<file path="src/rtl/fc_pkg.sv">
// Shared constants, state encoding and helpers for the fc2 argmax stage.
package fc_pkg;

  localparam int unsigned DATA_WIDTH             = 8;
  localparam int unsigned DATA_NUM_PER_SRAM_ADDR = 4;
  localparam int unsigned CLASS_NUM              = 10;

  typedef enum logic [1:0] {
    IDLE  = 2'd0,
    FETCH = 2'd1,
    DRAIN = 2'd2,
    DONE  = 2'd3
  } state_t;

  // Number of SRAM words needed to hold n scores packed per to a word.
  function automatic int unsigned nwords(input int unsigned n, input int unsigned per);
    return (n + per - 1) / per;
  endfunction

endpackage

</file>
<file path="src/rtl/argmax_lane4.sv">
// Folds one packed SRAM word of scores into a running max/index; lowest index wins ties.
module argmax_lane4 #(
  parameter int unsigned DATA_WIDTH = fc_pkg::DATA_WIDTH,
  parameter int unsigned LANES      = fc_pkg::DATA_NUM_PER_SRAM_ADDR,
  parameter int unsigned IDX_WIDTH  = 4
) (
  input  logic [LANES*DATA_WIDTH-1:0]  scores,
  input  logic [LANES-1:0]             lane_valid,
  input  logic signed [DATA_WIDTH-1:0] in_max,
  input  logic [IDX_WIDTH-1:0]         in_idx,
  input  logic [IDX_WIDTH-1:0]         base_idx,
  output logic signed [DATA_WIDTH-1:0] out_max_c,
  output logic [IDX_WIDTH-1:0]         out_idx_c
);

  // Lane 0 sits in the top byte; scan lanes in ascending index, replace only on strictly greater.
  always_comb begin : lane_scan
    logic signed [DATA_WIDTH-1:0] lane;
    lane      = '0;
    out_max_c = in_max;
    out_idx_c = in_idx;
    for (int l = 0; l < int'(LANES); l++) begin
      lane = scores[(int'(LANES) - 1 - l) * int'(DATA_WIDTH) +: DATA_WIDTH];
      if (lane_valid[l] && (lane > out_max_c)) begin
        out_max_c = lane;
        out_idx_c = base_idx + IDX_WIDTH'(l);
      end
    end
  end

endmodule

</file>
<file path="src/rtl/fc_argmax.sv">
// Reads the fc2 scores from SRAM f after fc2_done and reports the argmax class.
module fc_argmax #(
  parameter int unsigned DATA_WIDTH             = fc_pkg::DATA_WIDTH,
  parameter int unsigned DATA_NUM_PER_SRAM_ADDR = fc_pkg::DATA_NUM_PER_SRAM_ADDR,
  parameter int unsigned CLASS_NUM              = fc_pkg::CLASS_NUM,
  parameter int unsigned ADDR_WIDTH             = 10,
  parameter int unsigned BASE_ADDR              = 0,
  parameter int unsigned IDX_WIDTH              = 4
) (
  input  logic                                   clk,
  input  logic                                   srstn,
  input  logic                                   fc2_done,
  output logic [ADDR_WIDTH-1:0]                  sram_raddr_f,
  input  logic [DATA_NUM_PER_SRAM_ADDR*DATA_WIDTH-1:0] sram_rdata_f,
  output logic                                   busy,
  output logic                                   result_valid,
  output logic [IDX_WIDTH-1:0]                   class_idx,
  output logic [DATA_WIDTH-1:0]                  class_score
);

  import fc_pkg::*;

  localparam int unsigned NW     = nwords(CLASS_NUM, DATA_NUM_PER_SRAM_ADDR);
  localparam int unsigned WCNT_W = $clog2(NW + 1);
  localparam logic [ADDR_WIDTH-1:0] FIRST_ADDR = ADDR_WIDTH'(BASE_ADDR);
  localparam logic [ADDR_WIDTH-1:0] LAST_ADDR  = ADDR_WIDTH'(BASE_ADDR + NW - 1);
  localparam logic signed [DATA_WIDTH-1:0] SCORE_MIN = {1'b1, {(DATA_WIDTH-1){1'b0}}};

  state_t                         state, state_nxt;
  logic signed [DATA_WIDTH-1:0]   run_max;
  logic [IDX_WIDTH-1:0]           run_idx;
  logic [WCNT_W-1:0]              wcnt;

  logic                           cmp_en_c;
  logic [DATA_NUM_PER_SRAM_ADDR-1:0] lane_valid_c;
  logic [IDX_WIDTH-1:0]           base_idx_c;
  logic signed [DATA_WIDTH-1:0]   word_max_c;
  logic [IDX_WIDTH-1:0]           word_idx_c;

  // Next-state logic and compare enable: read data lags the address by one cycle.
  always_comb begin
    state_nxt = state;
    cmp_en_c  = 1'b0;
    case (state)
      IDLE:  if (fc2_done) state_nxt = FETCH;
      FETCH: begin
        cmp_en_c = (sram_raddr_f != FIRST_ADDR);
        if (sram_raddr_f == LAST_ADDR) state_nxt = DRAIN;
      end
      DRAIN: begin
        cmp_en_c  = 1'b1;
        state_nxt = DONE;
      end
      DONE:    state_nxt = IDLE;
      default: state_nxt = IDLE;
    endcase
  end

  // Mask lanes beyond the last class and derive the global index of lane 0.
  always_comb begin
    lane_valid_c = '0;
    for (int l = 0; l < int'(DATA_NUM_PER_SRAM_ADDR); l++) begin
      lane_valid_c[l] = ((32'(wcnt) * DATA_NUM_PER_SRAM_ADDR + 32'(l)) < CLASS_NUM);
    end
    base_idx_c = IDX_WIDTH'(32'(wcnt) * DATA_NUM_PER_SRAM_ADDR);
  end

  argmax_lane4 #(
    .DATA_WIDTH (DATA_WIDTH),
    .LANES      (DATA_NUM_PER_SRAM_ADDR),
    .IDX_WIDTH  (IDX_WIDTH)
  ) u_lane4 (
    .scores     (sram_rdata_f),
    .lane_valid (lane_valid_c),
    .in_max     (run_max),
    .in_idx     (run_idx),
    .base_idx   (base_idx_c),
    .out_max_c  (word_max_c),
    .out_idx_c  (word_idx_c)
  );

  // State, address counter, running max and result registers.
  always_ff @(posedge clk or negedge srstn) begin
    if (!srstn) begin
      state        <= IDLE;
      sram_raddr_f <= FIRST_ADDR;
      busy         <= 1'b0;
      result_valid <= 1'b0;
      class_idx    <= '0;
      class_score  <= '0;
      run_max      <= SCORE_MIN;
      run_idx      <= '0;
      wcnt         <= '0;
    end else begin
      state <= state_nxt;
      case (state)
        IDLE: begin
          if (fc2_done) begin
            sram_raddr_f <= FIRST_ADDR;
            busy         <= 1'b1;
            run_max      <= SCORE_MIN;
            run_idx      <= '0;
            wcnt         <= '0;
          end
        end
        FETCH: begin
          if (sram_raddr_f != LAST_ADDR) sram_raddr_f <= sram_raddr_f + ADDR_WIDTH'(1);
        end
        DRAIN: begin
          result_valid <= 1'b1;
          class_idx    <= word_idx_c;
          class_score  <= word_max_c;
        end
        DONE: begin
          result_valid <= 1'b0;
          busy         <= 1'b0;
        end
        default: ;
      endcase
      if (cmp_en_c) begin
        run_max <= word_max_c;
        run_idx <= word_idx_c;
        wcnt    <= wcnt + WCNT_W'(1);
      end
    end
  end

endmodule
</file>
<file path="config.mk">
export PLATFORM = sky130hd
export DESIGN_NAME = fc_argmax
export DESIGN_NICKNAME = d
export VERILOG_FILES = /design/src/rtl/fc_pkg.sv /design/src/rtl/argmax_lane4.sv /design/src/rtl/fc_argmax.sv
export SDC_FILE = /design/constraint.sdc
export NUM_CORES = 1
export LEC_CHECK = 0
export ABC_AREA = 1
export CAP_MARGIN = 20
export CORE_AREA = 2 2 109 85
export CTS_BUF_LIST = sky130_fd_sc_hd__clkbuf_8
export DETAILED_ROUTE_END_ITERATION = 8
export DIE_AREA = 0 0 111 87
export PLACE_DENSITY = 0.67
export SLEW_MARGIN = 20
export SYNTH_ARGS = -nofsm -noshare
export SYNTH_HDL_FRONTEND = slang
export SYNTH_SLANG_ARGS = --single-unit
</file>
<file path="constraint.sdc">
create_clock -name clk -period 14.5 [get_ports clk]
set_input_delay 1.45 -clock clk [delete_from_list [all_inputs] [get_ports clk]]
set_output_delay 1.45 -clock clk [all_outputs]
set_load 0.1 [all_outputs]
</file>
## Yosys cells after proc, flatten, opt, wreduce, memory -nomap -nowiden

Index checks and enable logic that the tools add are counted.

| word-level totals | value |
|---|---|
| register bits after elaboration | 40 |
| input bits | 35 |
| output and inout port bits | 24 |
| word-level logic and storage cells | 75 |

| cells by class | value |
|---|---|
| add/subtract/negate cells | 8 |
| $lt $le $gt $ge | 8 |
| eq/ne operators | 8 |
| mux-type cells | 27 |
| reductions and logical operators | 15 |

Operators with widths:

| kind | count |
|---|---|
| 2-to-1 mux 8 bit | 7 |
| > comparator 8 bit | 4 |
| 2-to-1 mux 4 bit | 7 |
| 2-to-1 mux 10 bit | 2 |
| case mux 10 bit (2 select lines) | 1 |
| < comparator 5 x 4 -> 1 bit (second input constant) | 3 |
| adder 10 x 1 -> 10 bit (second input constant) | 1 |
| adder 4 x 2 -> 5 bit (second input constant) | 2 |
| == test 10 x 2 -> 1 bit (second input constant) | 1 |
| 2-to-1 mux 2 bit | 5 |
| != test 10 x 2 -> 1 bit (second input constant) | 1 |
| nonzero test 10 bit | 1 |
| nonzero test 2 bit | 5 |
| adder 4 x 2 -> 4 bit (second input constant) | 2 |
| case mux 2 bit (4 select lines) | 1 |
| != test 2 bit (second input constant) | 3 |
| case mux 1 bit (2 select lines) | 3 |
| AND reduction 2 bit | 3 |
| adder 4 x 1 -> 5 bit (second input constant) | 1 |
| adder 4 x 1 -> 4 bit (second input constant) | 1 |
| == test 2 bit (second input constant) | 2 |
| logical AND 1 bit | 4 |
| < comparator 4 bit (second input constant) | 1 |
| AND reduction 3 bit | 1 |
| other kinds (4) | 4 |

## Longest topological paths before layout

| depth | value |
|---|---|
| depth in word-level cells | 13 |
| depth in mapped cells | 47 |
| gate-level depth less buffers | 45 |

## By module

A second synthesis with hierarchy kept.

| second synthesis, totals | value |
|---|---|
| cell total of the unflattened synthesis | 539 |
| area total of the unflattened synthesis | 3,681.0 sq um |

Modules (own cells, without submodules):

| module | times used | cells each | area each (sq um) | seq. area each (sq um) |
|---|---|---|---|---|
| fc_argmax | 1 | 241 | 1,988.2 | 1,002.2 |
| argmax_lane4 | 1 | 298 | 1,692.9 | 0.0 |

## Worst setup path before layout

OpenSTA, ideal clock, no wires.

| timing | value |
|---|---|
| kind | input -> register |
| from | input port sram_rdata_f[27] |
| to | register class_score[6] |
| library setup time | 0.120 ns |
| data arrival time | 6.126 ns |
| required time | 14.380 ns |
| setup slack | 8.254 ns |
| stages on the path | 37 |
| path buffers | 3 |
| cells stage by stage | ha_1 nand2_1 nor2_1 a21o_1 a21oi_4 nand2_4 nand2_2 nand2_1 ha_1 nand2_2 nor2_1 a21oi_1 nand3_2 buf_2 nand3_1 o21ai_0 ha_1 inv_1 nor2_1 o21ai_0 a21oi_1 o21ai_0 nand2_1 nand2_1 buf_6 nand3_1 and2_1 ha_1 nand2_1 o21ai_0 nand2_1 nand3_1 nand4_2 buf_4 or2_1 nand3_1 nand2_1 |

| on the way | value |
|---|---|
| cells in the longest elaborated chain, start to end | 12 |

RTL lines:

| item | line | source |
|---|---|---|
| start, declared | fc_argmax.sv:14 | `input logic [DATA_NUM_PER_SRAM_ADDR*DATA_WIDTH-1:0] sram_rdata_f,` |
| > comparator 8 bit | argmax_lane4.sv:24 | `if (lane_valid[l] && (lane > out_max_c)) begin` |
| logical AND 1 bit | argmax_lane4.sv:24 |  |
| 2-to-1 mux 8 bit * | argmax_lane4.sv:24 |  |
| > comparator 8 bit | argmax_lane4.sv:24 |  |
| logical AND 1 bit | argmax_lane4.sv:24 |  |
| 2-to-1 mux 8 bit * | argmax_lane4.sv:24 |  |
| > comparator 8 bit | argmax_lane4.sv:24 |  |
| logical AND 1 bit | argmax_lane4.sv:24 |  |
| 2-to-1 mux 8 bit * | argmax_lane4.sv:24 |  |
| > comparator 8 bit | argmax_lane4.sv:24 |  |
| logical AND 1 bit | argmax_lane4.sv:24 |  |
| 2-to-1 mux 8 bit * | argmax_lane4.sv:24 |  |
| end signal, assigned | fc_argmax.sv:112 | `class_score <= word_max_c;` |
| end, declared | fc_argmax.sv:18 | `output logic [DATA_WIDTH-1:0] class_score` |

Every way passes the cells marked *; elsewhere a longest branch is shown, timed or not.
A chain may end at the register's enable or synchronous reset.

## Final worst setup path

| timing | value |
|---|---|
| from | input port sram_rdata_f[24] |
| to | register run_max[4] |

| on the way | value |
|---|---|
| cells in the longest elaborated chain, start to end | 13 |

RTL lines:

| item | line | source |
|---|---|---|
| > comparator 8 bit | argmax_lane4.sv:24 |  |
| logical AND 1 bit | argmax_lane4.sv:24 |  |
| 2-to-1 mux 8 bit * | argmax_lane4.sv:24 |  |
| > comparator 8 bit | argmax_lane4.sv:24 |  |
| logical AND 1 bit | argmax_lane4.sv:24 |  |
| 2-to-1 mux 8 bit * | argmax_lane4.sv:24 |  |
| > comparator 8 bit | argmax_lane4.sv:24 |  |
| logical AND 1 bit | argmax_lane4.sv:24 |  |
| 2-to-1 mux 8 bit * | argmax_lane4.sv:24 |  |
| > comparator 8 bit | argmax_lane4.sv:24 |  |
| logical AND 1 bit | argmax_lane4.sv:24 |  |
| 2-to-1 mux 8 bit * | argmax_lane4.sv:24 |  |
| 2-to-1 mux 8 bit * | fc_argmax.sv:120 | `if (cmp_en_c) begin` |
| end signal, assigned | fc_argmax.sv:121 | `run_max <= word_max_c;` |
| end, declared | fc_argmax.sv:30 | `logic signed [DATA_WIDTH-1:0] run_max;` |

Marks and branches as above.

==> flow_metrics.py <==
metrics = {
    "status": {
        "outcome": "completed",
    },
    "timing": {
        "worst_pin_slew_ns": 1.00,
        "hold_violations": 0,
        "rsz0062_at_grt": "false",
        "skew_ns": 0.0145,
        "clock.fmax_ghz": 0.124,
        "post-route-min-period_ns": 8.04,
        "finalSetupViolCount": 0,
        "fin_crit_sh_pct": 55.4,
        "tns_ns": 0,
        "slew_headroom_pct": 33.1,
        "finalMaxSlewViolations": 0,
    },
    "logic_synthesis": {
        "ys_types": 39,
        "synth_compound_area_share_pct": 9.14,
        "ys_seq_area_share_pct": 29.9,
        "synth.avg_cell_area_um2": 7.41,
        "post-synth-top-count-cell": "nand2_1",
        "netlist.area_leader.share_pct": 29.1,
        "yosys.area.top_type": "dfrtp_1",
        "synthSimpleGateAreaFrac_pct": 37.4,
        "synthCells": 453,
        "muxShareOfSynthArea_pct": 0,
        "syn_nets": 528,
        "synth_top_family_by_area": "simple AND/OR/NAND/NOR gates",
        "yosys_warnings": 0,
        "synthesis.area_mm2": 0.00335,
        "synth_fa_ha_area_share_pct": 14.9,
        "async_flop_share_pct": 100,
        "synthFlopType": "dfrtp_1",
        "yosys-top-cells-area": "dfrtp_1 (29%), ha_1 (15%), nand2_1 (13%)",
        "ys_seq_elements": 40,
        "synth_commonest_cells": "nand2_1 (120), inv_1 (55), nand3_1 (41)",
        "synth-edff-count": 0,
        "synthXorXnorAreaFrac_pct": 0.783,
    },
    "detailed_routing": {
        "post_drt_wl_per_cell_um": 14.2,
        "post_drt_via_cell_ratio": 5.00,
        "drc": 0,
        "wirelength_mm": 8.88,
        "via_count": 3123,
        "drtIter0Drc": 213,
        "ant_nets": 0,
        "first_pass_iters": 4,
    },
    "critical_path": {
        "cp_data_required_time_ns": 14.69,
        "path_class": "in -> reg",
        "critPathMaxStageDelay_ns": 0.49,
        "critPathMaxFanout": 22,
        "critical_path.endpoint_type": "flip-flop",
        "crit_path_start_kind": "primary input",
        "cp_common_cell": "nand2_1",
        "cp.arrival_ns": 8.22,
        "slowest_stage": "clkdlybuf4s50_1",
    },
    "die": {
        "io_pins": 59,
        "start_util_pct": 38.7,
        "die_w_um": 111,
        "fp.dieH_um": 87,
        "coreArea_mm2": 0.00867,
        "dieArea_mm2": 0.00966,
        "rows": 30,
    },
    "grt": {
        "antenna_found_initial": 0,
        "grt-ovfl-total": 0,
        "grt_max_degree": 41,
        "grt_usage_pct": 19.3,
        "grt_pass1_wl_mm": 15.0,
        "grt_pass1_vias": 3047,
    },
    "flow_run": {
        "max-cap-violations": 0,
    },
    "placement": {
        "io_buffer_count": 58,
        "dp_hpwl_mm": 7.23,
        "gp_congestion": 0.948,
    },
    "clocking": {
        "cts_tree": "built",
        "cts_buffer_depth": 2,
        "cts.sink_count": 40,
        "clkTransAtPathRegs_ns": 0.08,
        "cts_root_buffer": "clkbuf_8",
        "cts_setup_buffers": 0,
        "clock_latency_ns": 0.30,
        "post_cts_resized": 0,
        "cts-htree-levels": 2,
        "cts_buffers": 5,
        "cts_hold_buf": 0,
    },
    "hold_path": {
        "hold_path_class": "reg -> reg",
    },
    "cells_and_area": {
        "layout.nets": 586,
        "n_antenna_cell": 0,
        "drive_above_1_share_pct": 9.38,
        "areaGrowthSynthToFinish_pct": 22.7,
        "filler_cell_count": 870,
    },
}
through the flow:
stage	worst slack [ns]	hold slack [ns]	cell area [um2]	std cells	utilization (%)
3_5_place_dp	6.27	0.464	4020	616	46.4
6_report	6.46	0.485	4120	624	47.5
4_1_cts	6.56	0.486	4120	624	47.5
5_1_grt	5.78	0.508	4120	624	47.5
2_1_floorplan	8.25	0.453	3350	453	-
3_3_place_gp	6.49	0.470	4020	616	46.4
registers in the layout (all words and copies together) (netlist names):
name          flops
state             2
class_score       8
class_idx         4
result_valid      1
wcnt              2
busy              1
sram_raddr_f     10
run_idx           4
run_max           8
cells in the final DEF, fill, tap and decap left out, types with 3 or more instances in the layout:
master | synthesis | layout
ha_1 | 40 | 40
inv_1 | 55 | 56
nand3_2 | 16 | 16
nor3_1 | 6 | 6
and2_1 | 12 | 12
o21ai_0 | 22 | 22
nand3_1 | 41 | 41
nand2_4 | 3 | 3
nand4_1 | 8 | 8
dfrtp_1 | 39 | 39
or2_2 | 7 | 7
nand2_2 | 7 | 7
clkbuf_8 | 0 | 6
clkdlybuf4s50_1 | 0 | 57
nor2_1 | 20 | 20
or2_0 | 4 | 4
o31ai_1 | 3 | 3
a21oi_1 | 19 | 19
nand2_1 | 120 | 120
area by class of cell:
class                      instances  area (um2)  share of cell area (%)
clock buffer                       6        82.6                    2.01
clock inverter                     2        11.3                   0.274
inverter                          57         214                    5.20
multi-input combinational        349        2090                    50.8
sequential                        40        1000                    24.4
tap                              112         140                    3.41
timing repair buffer              58         576                    14.0
cell families (layout without fill, tap and decap cells):
family                     Yosys count  in the layout
and+or+nand+nor                    252            252
xor gates and xnor gates             3              3
buffers and inverters               64            123
adders and majority gates           40             40
DFF                                 40             40
AOI/OAI and AO/OA                   54             54
worst max-delay path: cells and delay by family:
kind            cells  cell delay, ns
buf+inv             4            0.85
fa+ha+maj           4            1.25
simple gates       19            3.23
compound gates      8            1.47
worst paths after layout:
check | slack, ns | cells past startpoint | start | endpoint
max in group asynchronous | 12.68 | 1 | srstn | class_score[6]
min in group asynchronous | 1.25 | 1 | srstn | sram_raddr_f[7]
worst max register to register | 7.48 | 34 | run_max[7] | run_max[4]
worst min register to register | 0.48 | 2 | class_score[3] | class_score[3]
worst max-delay path | 6.46 | 35 | sram_rdata_f[24] | run_max[4]
worst min-delay path | 0.48 | 2 | class_score[3] | class_score[3]
routing by layer:
metal	vias up	global-route usage [%]	share of wire (%)
li1	1604	-	-
met1	1428	28.1	50
met2	78	30.0	42
met3	13	3.55	6.4
met4	0	4.43	1.3
met5	-	0	0
Power is not shown: default switching activity piles up to over one toggle a cycle in this logic, so the estimate is an artifact.
